## src/rtl/sfrx_pkg.sv

```systemverilog
// Shared types and constants for the serial frame receiver.
package sfrx_pkg;

  typedef enum logic [1:0] {
    ST_IDLE      = 2'd0,
    ST_SHIFT     = 2'd1,
    ST_WAIT_HIGH = 2'd2
  } sfrx_state_e;

  localparam int FRAME_BITS_DEFAULT = 24;

  localparam logic [7:0] CTRL_LOAD_A = 8'h10;
  localparam logic [7:0] CTRL_LOAD_B = 8'h24;

  function automatic logic majority3(input logic a, input logic b, input logic c);
    return (a & b) | (a & c) | (b & c);
  endfunction

endpackage

```

## src/rtl/sfrx_sync_edge.sv

```systemverilog
// Synchronizer for one asynchronous input, optional 3-sample majority filter,
// registered level plus one-cycle rise/fall pulses aligned with that level.
module sfrx_sync_edge
  import sfrx_pkg::*;
#(
  parameter int SYNC_STAGES = 2,
  parameter bit USE_FILTER  = 1'b0
) (
  input  logic clk_100M,
  input  logic rst,
  input  logic din,
  output logic level,
  output logic rise,
  output logic fall
);

  logic [SYNC_STAGES-1:0] sync_ff;
  logic                   filt;

  always_ff @(posedge clk_100M) begin
    if (rst) begin
      sync_ff <= '1;
    end else begin
      sync_ff <= {sync_ff[SYNC_STAGES-2:0], din};
    end
  end

  generate
    if (USE_FILTER) begin : g_filter
      logic [1:0] hist;
      logic       filt_q;

      // Needs 2 of the last 3 samples to agree; a single-sample blip never propagates.
      always_ff @(posedge clk_100M) begin
        if (rst) begin
          hist   <= '1;
          filt_q <= 1'b1;
        end else begin
          hist   <= {hist[0], sync_ff[SYNC_STAGES-1]};
          filt_q <= majority3(sync_ff[SYNC_STAGES-1], hist[0], hist[1]);
        end
      end

      assign filt = filt_q;
    end else begin : g_no_filter
      assign filt = sync_ff[SYNC_STAGES-1];
    end
  endgenerate

  always_ff @(posedge clk_100M) begin
    if (rst) begin
      level <= 1'b1;
      rise  <= 1'b0;
      fall  <= 1'b0;
    end else begin
      level <= filt;
      rise  <= filt & ~level;
      fall  <= ~filt & level;
    end
  end

endmodule

```

## src/rtl/serial_frame_rx.sv

```systemverilog
// Receives FRAME_BITS-bit MSB-first frames framed by an active-low sync strobe.
// Define SFRX_GLITCH_FILTER_EN to add a 3-sample majority filter on sclk and sync.
//
// state        | meaning
// -------------+----------------------------------------------------------
// ST_WAIT_HIGH | after reset: wait until sync has been settled high
// ST_IDLE      | waiting for sync falling edge to start a frame
// ST_SHIFT     | shifting on sclk falling edges until sync rises
module serial_frame_rx
  import sfrx_pkg::*;
#(
  parameter int FRAME_BITS  = FRAME_BITS_DEFAULT,
  parameter int SYNC_STAGES = 2
) (
  input  logic                  clk_100M,
  input  logic                  rst,
  input  logic                  sclk,
  input  logic                  sdata,
  input  logic                  sync,
  output logic [FRAME_BITS-1:0] word,
  output logic                  word_valid,
  input  logic                  word_ready,
  output logic                  frame_err,
  output logic                  overrun,
  output logic [15:0]           frame_cnt
);

`ifdef SFRX_GLITCH_FILTER_EN
  localparam bit FILT_EN = 1'b1;
`else
  localparam bit FILT_EN = 1'b0;
`endif

  localparam int              CNT_W    = $clog2(FRAME_BITS + 2);
  localparam logic [CNT_W-1:0] CNT_FULL = CNT_W'(FRAME_BITS);
  localparam logic [CNT_W-1:0] CNT_SAT  = CNT_W'(FRAME_BITS + 1);

  // Longer than the sync pipeline, so a low sync pin seen at reset is observed before leaving WAIT_HIGH.
  localparam int         SETTLE      = SYNC_STAGES + 3 + (FILT_EN ? 2 : 0);
  localparam logic [7:0] SETTLE_LOAD = 8'(SETTLE);

  logic sclk_lvl, sclk_rise, sclk_fall;
  logic sdata_lvl, sdata_rise, sdata_fall;
  logic sync_lvl, sync_rise, sync_fall;
  logic unused_edges;

  sfrx_state_e state, state_nxt;

  logic [FRAME_BITS-1:0] shreg;
  logic [CNT_W-1:0]      bit_cnt;
  logic [7:0]            settle_cnt;

  logic cnt_clr, shift_en, frame_good, frame_bad;

  sfrx_sync_edge #(.SYNC_STAGES(SYNC_STAGES), .USE_FILTER(FILT_EN)) u_sclk (
    .clk_100M (clk_100M),
    .rst      (rst),
    .din      (sclk),
    .level    (sclk_lvl),
    .rise     (sclk_rise),
    .fall     (sclk_fall)
  );

  sfrx_sync_edge #(.SYNC_STAGES(SYNC_STAGES), .USE_FILTER(1'b0)) u_sdata (
    .clk_100M (clk_100M),
    .rst      (rst),
    .din      (sdata),
    .level    (sdata_lvl),
    .rise     (sdata_rise),
    .fall     (sdata_fall)
  );

  sfrx_sync_edge #(.SYNC_STAGES(SYNC_STAGES), .USE_FILTER(FILT_EN)) u_sync (
    .clk_100M (clk_100M),
    .rst      (rst),
    .din      (sync),
    .level    (sync_lvl),
    .rise     (sync_rise),
    .fall     (sync_fall)
  );

  assign unused_edges = ^{sclk_lvl, sclk_rise, sdata_rise, sdata_fall};

  always_ff @(posedge clk_100M) begin
    if (rst) begin
      state <= ST_WAIT_HIGH;
    end else begin
      state <= state_nxt;
    end
  end

  always_comb begin
    state_nxt = state;
    case (state)
      ST_WAIT_HIGH: if (sync_lvl && settle_cnt == 8'd0) state_nxt = ST_IDLE;
      ST_IDLE:      if (sync_fall) state_nxt = ST_SHIFT;
      ST_SHIFT:     if (sync_rise) state_nxt = ST_IDLE;
      default:      state_nxt = ST_WAIT_HIGH;
    endcase
  end

  always_comb begin
    cnt_clr    = 1'b0;
    shift_en   = 1'b0;
    frame_good = 1'b0;
    frame_bad  = 1'b0;
    case (state)
      ST_IDLE: cnt_clr = sync_fall;
      ST_SHIFT: begin
        if (sync_rise) begin
          frame_good = (bit_cnt == CNT_FULL);
          frame_bad  = (bit_cnt != CNT_FULL);
        end else begin
          shift_en = sclk_fall;
        end
      end
      default: ;
    endcase
  end

  always_ff @(posedge clk_100M) begin
    if (rst) begin
      settle_cnt <= SETTLE_LOAD;
    end else if (state != ST_WAIT_HIGH || !sync_lvl) begin
      settle_cnt <= SETTLE_LOAD;
    end else if (settle_cnt != 8'd0) begin
      settle_cnt <= settle_cnt - 8'd1;
    end
  end

  // Counter saturates one past FRAME_BITS so an over-long frame can never alias to a good count.
  always_ff @(posedge clk_100M) begin
    if (rst) begin
      shreg   <= '0;
      bit_cnt <= '0;
    end else if (cnt_clr) begin
      shreg   <= '0;
      bit_cnt <= '0;
    end else if (shift_en) begin
      shreg <= {shreg[FRAME_BITS-2:0], sdata_lvl};
      if (bit_cnt != CNT_SAT) begin
        bit_cnt <= bit_cnt + 1'b1;
      end
    end
  end

  always_ff @(posedge clk_100M) begin
    if (rst) begin
      word       <= '0;
      word_valid <= 1'b0;
      frame_err  <= 1'b0;
      overrun    <= 1'b0;
      frame_cnt  <= 16'd0;
    end else begin
      frame_err <= frame_bad;
      overrun   <= 1'b0;
      if (frame_good) begin
        frame_cnt <= frame_cnt + 16'd1;
        if (!word_valid || word_ready) begin
          word       <= shreg;
          word_valid <= 1'b1;
        end else begin
          overrun <= 1'b1;
        end
      end else if (word_valid && word_ready) begin
        word_valid <= 1'b0;
      end
    end
  end

endmodule

```

## config.mk

```make
export PLATFORM = sky130hd
export DESIGN_NAME = serial_frame_rx
export DESIGN_NICKNAME = d
export VERILOG_FILES = /design/src/rtl/sfrx_pkg.sv /design/src/rtl/sfrx_sync_edge.sv /design/src/rtl/serial_frame_rx.sv
export SDC_FILE = /design/constraint.sdc
export NUM_CORES = 1
export LEC_CHECK = 0
export ABC_AREA = 1
export CORE_MARGIN = 4
export CORE_UTILIZATION = 40
export DETAILED_ROUTE_END_ITERATION = 10
export SYNTH_ARGS = -nofsm -noshare
export SYNTH_HDL_FRONTEND = slang
export SYNTH_SLANG_ARGS = --single-unit
```

## constraint.sdc

```tcl
create_clock -name clk_100M -period 1.7 [get_ports clk_100M]
set_input_delay 0.17 -clock clk_100M [delete_from_list [all_inputs] [get_ports clk_100M]]
set_output_delay 0.17 -clock clk_100M [all_outputs]
set_load 0.02 [all_outputs]
```

==> results.json <==
{
  "critical_path_depth": 1,
  "final_cell_mix": "sky130_fd_sc_hd__nand2_1, sky130_fd_sc_hd__dfxtp_1, sky130_fd_sc_hd__a21oi_1",
  "clkTransAtPathRegs_ns": 0.09,
  "synth_seq_area_share": 0.508,
  "io_buffer_count": 48,
  "first_global_vias": 2902,
  "fp.dieH_um": 104,
  "post_route_cells_drive_above_1_share": 0.0923,
  "r2r_setup_slack_ns": 0.19,
  "cp_cell_sequence": "clkdlybuf4s50_1",
  "initialDrtViolationCount": 153,
  "final.fill_count": 832,
  "fin_cells": 650,
  "number_of_instances_in_the_synthesized_netlist": 486,
  "r2r-end": "word[17]$_SDFFE_PP0P_",
  "power.static_leakage_nw": 1.68,
  "grt_setup_unrepaired": "yes",
  "grt_antenna_before_repair": 0,
  "mostFrequentLayoutCell": "sky130_fd_sc_hd__nand2_1",
  "critical_path.n_buffers_inverters": 1,
  "max_stage_delay_ns": 0.65,
  "crit_family": "buffers and inverters",
  "grt_util_met2": 0.232,
  "dr_total_vias": 3147,
  "clock_sinks": 94,
  "timing.critical_path.fanout_max": 6,
  "tritoncts_buffer_count": 9,
  "worstPathArrival_ns": 1.45,
  "clock_root_buffer_master": "sky130_fd_sc_hd__clkbuf_8",
  "fmaxAchievable_mhz": 616,
  "routedWlPerCell_um": 11.8,
  "syn-num-nets": 498,
  "via_per_inst": 4.84,
  "cts-root-to-sink-buffers": 2,
  "slew-limit-headroom": 0.729,
  "grt_util_met1": 0.181,
  "placeableCoreArea_um2": 8850,
  "finalWeightedCongestion": 0.806,
  "globalRoute.busiestLayer": "met2",
  "largest_net_degree_at_the_start_of_global_routing": 40,
  "post-route-worst-setup-slack_ns": 0.0757,
  "critical_path.slowest_cell": "sky130_fd_sc_hd__clkdlybuf4s50_1",
  "grt.total_usage": 0.143,
  "die-area_um2": 10900,
  "crit_path_launch_type": "flop",
  "net_total_in_the_final_layout": 549,
  "yosys.cell_types.count": 26,
  "max_capacitance_violation_count": 0,
  "num_io_pins": 49,
  "final-setup-viol-count": 0,
  "finalMaxSlewViolations": 0,
  "layout-area-overhead-vs-synth_pct": 23.8,
  "vdd.ir_drop.worst_uv": 405,
  "worst_setup_endpoint": "frame_cnt[6]",
  "setup.worst_path.class": "flop to primary output",
  "initial_utilization": 0.419,
  "power_density_nw_per_um2": 885,
  "place.detailed.instances": 633,
  "worst_r2r_path_depth": 9,
  "detailedRoute.firstPassIterationCount": 4,
  "latest_clock_arrival_within_the_worst_skew_pair_ns": 0.35,
  "die_width_um": 104,
  "post_cts_buffers": 0,
  "final_min_period_over_clock_period": 0.955,
  "r2r_start": "bit_cnt[1]$_SDFFE_PP0P_",
  "grt_use_met3": 0.0348,
  "h-tree-depth": 3,
  "placementRows": 34,
  "detail_route.wirelength_um": 7640,
  "grt_pass1_wl_um": 13200,
  "max_slew.worst_pin.slew_ns": 0.404,
  "pre_cts_slack_ns": 0.174,
  "finalClockSkew_ns": 0.0114,
  "gr-total-overflow": 0,
  "place_hpwl_um": 5170,
  "post-synth-top-area-fraction": 0.508,
  "netlist_area_before_placement_um2": 3710,
  "cts_tree": "built",
  "end_kind": "primary output",
  "worstSetupStartpoint": "frame_cnt[6]$_SDFFE_PP0P_",
  "synth_top_cell_by_area": "sky130_fd_sc_hd__dfxtp_1",
  "diodes": 0,
  "ys_seq_elements": 94,
  "post-route-min-period_ns": 1.62,
  "hold_class": "input port to flop",
  "post_synth_main_area_contributors": "sky130_fd_sc_hd__dfxtp_1, sky130_fd_sc_hd__nand2_1, sky130_fd_sc_hd__a21oi_1",
  "drcViolationCount": 0,
  "worst-endpoint-required_ns": 1.53,
  "synth.avg_cell_area_um2": 7.63,
  "result_of_the_run": "completed",
  "final_hold_violations": 0,
  "synth-warning-count": 0,
  "route.antenna.remaining_nets": 0
}
==> routing by layer <==
layer	vias up	wire (µm)
li1	1655	-
met1	1420	3740
met2	59	3460
met3	13	304
met4	0	144
met5	-	0
==> report_power, final <==
part	leakage (nW)	internal, mW	total (mW)	switching [mW]
registers	0.760	2.26	2.30	0.0449
clock network	0.107	0.730	1.50	0.766
logic	0.810	0.109	0.263	0.154
total	1.68	3.10	4.06	0.965
==> flip-flops by register name, summed over array words and instances, names as in the netlist <==
register / cells
bit_cnt: 5
frame_cnt: 16
frame_err: 1
overrun: 1
settle_cnt: 8
shreg: 24
state: 2
u_sclk.fall: 1
u_sclk.level: 1
u_sclk.sync_ff: 2
u_sdata.level: 1
u_sdata.sync_ff: 2
u_sync.fall: 1
u_sync.level: 1
u_sync.rise: 1
u_sync.sync_ff: 2
word: 24
word_valid: 1
==> cell type report <==
cell class,instances,area [µm²],area share
Sequential cell,94,1880,0.410
Multi-Input combinational cell,330,1570,0.342
Timing Repair Buffer,59,634,0.138
Inverter,43,161,0.0352
Clock buffer,10,138,0.0300
Tap cell,108,135,0.0294
Clock inverter,6,70.1,0.0153
==> Yosys cell counts, drive strengths merged <==
cell type	number
nand3	41
clkinv	2
a211oi	1
a21oi	61
nor3	7
xnor2	4
o21ai	10
dfxtp	94
xor2	2
buf	12
nor2	46
nand4	5
or2	8
clkbuf	7
inv	41
ha	6
nand2	137
o21bai	2
==> worst min-delay path by stage <==
| stage | startpoint | end | slack, ns | cells after the start |
|---|---|---|---|---|
| global route | sync | u_sync.sync_ff[0]$_SDFF_PP1_ | 0.38 | 2 |
| CTS | sdata | u_sdata.sync_ff[0]$_SDFF_PP1_ | 0.37 | 2 |
| detailed placement | u_sdata.sync_ff[0]$_SDFF_PP1_ | u_sdata.sync_ff[1]$_SDFF_PP1_ | 0.39 | 1 |
| global placement | u_sdata.sync_ff[0]$_SDFF_PP1_ | u_sdata.sync_ff[1]$_SDFF_PP1_ | 0.39 | 1 |
| floorplan | sclk | u_sclk.sync_ff[0]$_SDFF_PP1_ | 0.27 | 1 |
| finish | sdata | u_sdata.sync_ff[0]$_SDFF_PP1_ | 0.38 | 2 |
==> stage by stage <==
stage          utilization  hold WS (ns)  setup TNS, ns  power [mW]  area [µm²]
2_1_floorplan            -         0.274              0        2.55        3710
5_1_grt              0.519         0.380       -0.00583        4.26        4590
3_5_place_dp         0.491         0.392              0        2.62        4350
4_1_cts              0.515         0.371              0        4.12        4550
6_report             0.519         0.379              0        4.06        4590
3_3_place_gp         0.491         0.394              0        2.61        4350
==> what timing repair did <==
| item | CTS | global route |
|---|---|---|
| gates resized for setup | 0 | 3 |
| hold buffers | 0 | 0 |
| setup endpoints to repair | 0 | 9 |
==> cell families (layout without fill, tap and decap cells) <==
group / after synthesis / after routing / synth area share
XOR/XNOR: 6 / 6 / 0.0142
flip-flops: 94 / 94 / 0.508
buffers and inverters: 62 / 118 / 0.0706
AND/OR/NAND/NOR: 244 / 244 / 0.285
adder cells (fa/ha/maj): 6 / 6 / 0.0203
AO/OA/AOI/OAI: 74 / 74 / 0.102
Power figures use the tool's default switching activity.
